**src/rtl/gost_block_core.sv**
```systemverilog
// Iterative GOST 28147-89 / Magma 64-bit block engine (ECB encrypt/decrypt) with valid/ready
// handshakes on both sides; ROUNDS_PER_CYCLE unrolled Feistel rounds per clock.

module replacer #(
  parameter int unsigned R_WIDTH = 32
) (
  input  logic [R_WIDTH-1:0] data_i,
  output logic [R_WIDTH-1:0] data_o
);

  // Row n holds Pi'n with entry v in bits [4v+3:4v]; nibble i of the word uses row i%8.
  function automatic logic [63:0] sbox_row(input logic [2:0] idx);
    case (idx)
      3'd0:    return 64'h1F30_7D8E_9B5A_264C;
      3'd1:    return 64'hF0DB_74E1_C5A9_3286;
      3'd2:    return 64'h069C_471E_DAF2_853B;
      3'd3:    return 64'hB9E3_5A07_6F4D_128C;
      3'd4:    return 64'hC24B_E390_D618_A5F7;
      3'd5:    return 64'h0E34_187B_AC29_6FD5;
      3'd6:    return 64'h73AD_0B4F_C196_52E8;
      default: return 64'h2BC9_6AF4_3850_DE71;
    endcase
  endfunction

  logic [63:0] row;

  always_comb begin
    data_o = '0;
    row    = '0;
    for (int unsigned i = 0; i < R_WIDTH / 4; i++) begin
      row              = sbox_row(3'(i % 8));
      data_o[4*i +: 4] = row[{data_i[4*i +: 4], 2'b00} +: 4];
    end
  end

endmodule

module gost_block_core #(
  parameter int unsigned ROUNDS_PER_CYCLE = 1
) (
  input  logic         clk_i,
  input  logic         rst_n_i,
  input  logic [255:0] key_i,
  input  logic         decrypt_i,
  input  logic [63:0]  data_i,
  input  logic         valid_i,
  output logic         ready_o,
  output logic [63:0]  data_o,
  output logic         valid_o,
  input  logic         ready_i
);

  localparam int unsigned R = ROUNDS_PER_CYCLE;

  typedef enum logic [1:0] {
    S_IDLE,
    S_ROUND,
    S_DONE
  } state_t;

  state_t         state_q;
  logic [31:0]    n1_q, n2_q;
  logic [255:0]   key_q;
  logic           dec_q;
  logic [4:0]     rnd_q;
  logic [63:0]    data_q;
  logic           ready_q, valid_q;

  logic [31:0]    n1_c [R+1];
  logic [31:0]    n2_c [R+1];
  logic [31:0]    n1_d, n2_d;
  logic           last_c;

  // Encrypt: K0..K7 three times then K7..K0; decrypt: K0..K7 once then K7..K0 three times.
  // 7-x on a 3-bit index is just ~x.
  function automatic logic [2:0] key_idx(input logic [4:0] r, input logic dec);
    if (!dec) return (r < 5'd24) ? r[2:0] : ~r[2:0];
    else      return (r < 5'd8)  ? r[2:0] : ~r[2:0];
  endfunction

  function automatic logic [31:0] key_word(input logic [255:0] k, input logic [2:0] j);
    return k[{~j, 5'b0} +: 32];
  endfunction

  assign n1_c[0] = n1_q;
  assign n2_c[0] = n2_q;

  for (genvar u = 0; u < R; u++) begin : g_round
    logic [31:0] rk, sum, sub;

    assign rk  = key_word(key_q, key_idx(rnd_q + 5'(u), dec_q));
    assign sum = n1_c[u] + rk;

    replacer #(.R_WIDTH(32)) u_replacer (
      .data_i(sum),
      .data_o(sub)
    );

    assign n1_c[u+1] = n2_c[u] ^ {sub[20:0], sub[31:21]};
    assign n2_c[u+1] = n1_c[u];
  end

  assign n1_d   = n1_c[R];
  assign n2_d   = n2_c[R];
  assign last_c = (rnd_q == 5'(32 - R));

  always_ff @(posedge clk_i or negedge rst_n_i) begin
    if (!rst_n_i) begin
      state_q <= S_IDLE;
      n1_q    <= '0;
      n2_q    <= '0;
      key_q   <= '0;
      dec_q   <= 1'b0;
      rnd_q   <= '0;
      data_q  <= '0;
      ready_q <= 1'b1;
      valid_q <= 1'b0;
    end else begin
      case (state_q)
        S_IDLE: begin
          if (valid_i) begin
            n1_q    <= data_i[31:0];
            n2_q    <= data_i[63:32];
            key_q   <= key_i;
            dec_q   <= decrypt_i;
            rnd_q   <= '0;
            ready_q <= 1'b0;
            state_q <= S_ROUND;
          end
        end
        S_ROUND: begin
          n1_q  <= n1_d;
          n2_q  <= n2_d;
          rnd_q <= rnd_q + 5'(R);
          // Emitting {N1,N2} rather than {N2,N1} cancels the swap of the final round.
          if (last_c) begin
            data_q  <= {n1_d, n2_d};
            valid_q <= 1'b1;
            state_q <= S_DONE;
          end
        end
        S_DONE: begin
          if (ready_i) begin
            valid_q <= 1'b0;
            ready_q <= 1'b1;
            state_q <= S_IDLE;
          end
        end
        default: begin
          valid_q <= 1'b0;
          ready_q <= 1'b1;
          state_q <= S_IDLE;
        end
      endcase
    end
  end

  assign ready_o = ready_q;
  assign valid_o = valid_q;
  assign data_o  = data_q;

endmodule

```
**config.mk**
```make
export PLATFORM = sky130hd
export DESIGN_NAME = gost_block_core
export DESIGN_NICKNAME = d
export VERILOG_FILES = /design/src/rtl/gost_block_core.sv
export SDC_FILE = /design/constraint.sdc
export NUM_CORES = 1
export LEC_CHECK = 0
export BUFFER_PORTS_ARGS = -buffer_cell sky130_fd_sc_hd__clkbuf_2
export CORE_MARGIN = 4
export CORE_UTILIZATION = 42
export CTS_CLUSTER_DIAMETER = 40
export DETAILED_ROUTE_END_ITERATION = 7
export MAX_ROUTING_LAYER = met4
export RECOVER_POWER = 50
export SLEW_MARGIN = 40
export SYNTH_ARGS = -nofsm -noshare
export SYNTH_HDL_FRONTEND = slang
export SYNTH_SLANG_ARGS = --single-unit
```
**constraint.sdc**
```tcl
create_clock -name clk_i -period 7.25 [get_ports clk_i]
set_clock_uncertainty 0.05 [all_clocks]
set_input_delay 0.725 -clock clk_i [delete_from_list [all_inputs] [get_ports clk_i]]
set_output_delay 0.725 -clock clk_i [all_outputs]
set_load 0.02 [all_outputs]
```
==> flow_summary.ini <==
[run_status]
status = finished with violations
violations = capacitance limit, slew limit

[floorplanning]
start_util_pct = 42.8
die-area_um2 = 52600
die_w_um = 229
core_um2 = 48000
num_io_pins = 391
num_rows = 80
die_y_um = 229

[cells_and_area]
regArea_um2 = 9860
area_growth_pct = 22.3
multi_input_area_um2 = 10200
nFillCells = 4530
drive_above_1_share_pct = 26.5
fin_nets = 2912

[routing]
dr_wl_met3_mm = 4.02
routed.top_layer = met4
drc = 0
dr.pass1.iters = 5
wire_per_inst_um = 20.9
postRouteAntennaNets = 0
totalWireLength_mm = 66.4
dr_total_vias = 17100
drt_iter0_markers = 1570
wl_met1_mm = 30.5
wl_met2_mm = 30.3
drt-vias-per-instance = 5.40

[place]
post-place-ws_ps = 1090
io_buffers = 390
gp_congestion = 0.927
place_hpwl_mm = 48.8

[synthesis]
synth_top_area_cell = dfrtp_1
synth-xor-area-share_pct = 2.91
synth-compound-area-share_pct = 9.20
ys_types = 80
synth.top_cell.area_share_pct = 47.8
synth_area_um2 = 20600
synth_simple_gate_area_share_pct = 19.9
synthMuxAreaShare_pct = 12.4
syn_inst = 2153
ys_seq_area_share_pct = 48.0
synthAdderAreaFrac_pct = 4.78
synthArstFlopShare_pct = 100
syn-num-nets = 2555
synth_edf_count = 0
yosys-top-cells-area = dfrtp_1 48%, nand2_1 17%, mux4_2 7.9%
ys_ff_latch = 394
ys.flop_type = dfrtp_1
yosysWarnings = 0
synth_top_family_by_area = simple AND/OR/NAND/NOR gates
syn_area_per_cell_um2 = 9.55

[job]
cap_violations = 5

[worst_hold_path]
holdCritPathClass = in -> reg
hold_path_depth = 3

[grt]
grt.total_usage_pct = 25.6
grt_pass1_vias = 17600
grt_first_pass_wirelength_mm = 102
grt_max_degree = 207
antenna_found_initial = 5
grt-ovfl-total = 0

[setup_path]
worstPathArrival_ps = 6670
rr_worst_depth = 20
crit_fanout = 41
startpoint_type = flip-flop
cp.required_ps = 7640
endpoint_kind = flip-flop
crit_type = reg -> reg
reg2reg_setup_slack_ps = 970

[sta]
worst_pin_slew_ps = 4510
max_freq_ghz = 0.159
finalSetupTns_ps = 0
slew_viol_final = 372
hold-worst-slack_ps = 242
min_period_over_period_pct = 86.6
period_minus_slack_ps = 6280
max-slew-margin-rel_pct = -200
hold_viol = 0
finalSetupViolations = 0
rsz0062_at_grt = false
fin_ws_ps = 971

[cts]
clock_latency_ps = 620
path_clk_slew_ps = 60
cts-resized-gates = 0
cts_buffers = 57
cts_max_path_buffers = 3
root_buffer = clkbuf_16
post-cts-setup-buffers = 0
htree_levels = 2
cts_num_sinks = 394
cts_hold_buf = 0
cts_tree = yes
==> through the flow <==
stage	instances	util [%]	instance area [um2]
final	3172	52.4	25200
after global routing	3172	52.4	25200
after detailed placement	3065	48.1	23100
after global placement	3064	48.1	23100
after floorplan	2153	-	20600
after CTS	3169	52.4	25200
==> flip-flops by register name, summed over array words and instances, names as in the netlist <==
| name | flops |
|---|---|
| n1_q | 32 |
| ready_o | 1 |
| data_o | 64 |
| valid_o | 1 |
| dec_q | 1 |
| state_q | 2 |
| rnd_q | 5 |
| key_q | 256 |
| n2_q | 32 |
==> critical path: stages (launching register included) <==
cell and delay (ps):
dfrtp_1 410, maj3_2 470, xnor2_4 390, buf_12 310, buf_4 280, mux4_2 340
mux2_2 300, ha_1 350, a21o_1 220, a31o_1 230, o21a_1 230, o211ai_1 400
nand2_1 150, xor2_1 560, inv_1 220, ha_1 270, or3_1 340, o21ai_0 90
mux2i_1 140, xnor2_1 190, o21ai_0 100
==> synth_stat cells, drive strengths merged (21+ instances only) <==
library cell / instances
clkbuf: 99
mux2i: 21
nor2: 40
o21ai: 90
nand2: 912
mux4: 72
xnor2: 42
ha: 76
dfrtp: 393
a22oi: 61
a21oi: 40
mux2: 64
inv: 36
==> kinds of logic after synthesis <==
logic type,count (synthesis)
and+or+nand+nor,1035
DFF,394
AOI/OAI and AO/OA,278
muxes,157
buffers and inverters,151
adders and majority gates,78
xor gates and xnor gates,60
==> routing by layer <==
| metal | up-vias | GRT usage, % |
|---|---|---|
| li1 | 7997 | - |
| met1 | 8427 | 36.6 |
| met2 | 601 | 38.5 |
| met3 | 102 | 4.56 |
| met4 | 0 | 5.93 |
| met5 | - | - |
==> final cells by class <==
type | count | share of cell area, %
multi-input cells | 1608 | 40.5
well taps | 615 | 3.06
inverters | 36 | 0.537
repair buffers | 413 | 8.64
flip-flops and latches | 394 | 39.2
clock inverters | 37 | 2.15
clock buffers | 67 | 5.94
diodes | 2 | 0.0199
==> layout by cell type, fill, tap and decap left out, types with 11 or more instances in the layout <==
cell type | netlist | final
a22oi_1 | 61 | 61
mux2_2 | 64 | 64
buf_4 | 0 | 11
xor2_1 | 17 | 17
a21oi_1 | 38 | 38
ha_1 | 76 | 76
nand2_1 | 912 | 911
o21ai_0 | 80 | 80
dfrtp_1 | 393 | 393
inv_1 | 35 | 35
nand3_1 | 19 | 19
a21o_1 | 12 | 12
mux2i_1 | 21 | 21
nor2_1 | 38 | 37
mux4_2 | 72 | 72
xnor2_1 | 37 | 34
clkbuf_16 | 0 | 57
clkbuf_2 | 1 | 392
==> final timing paths <==
path / start / to
max in group asynchronous: rst_n_i / key_q[183]
hold / removal: key_i[83] / key_q[83]
min in group asynchronous: rst_n_i / n1_q[17]
setup reg to reg: rnd_q[3] / n1_q[23]
setup / recovery: rnd_q[3] / n1_q[23]
hold reg to reg: key_q[240] / key_q[240]
Power is left out: the tool's default activity adds up to more than one toggle a clock period on the data nets, which glitch-free logic cannot reach.
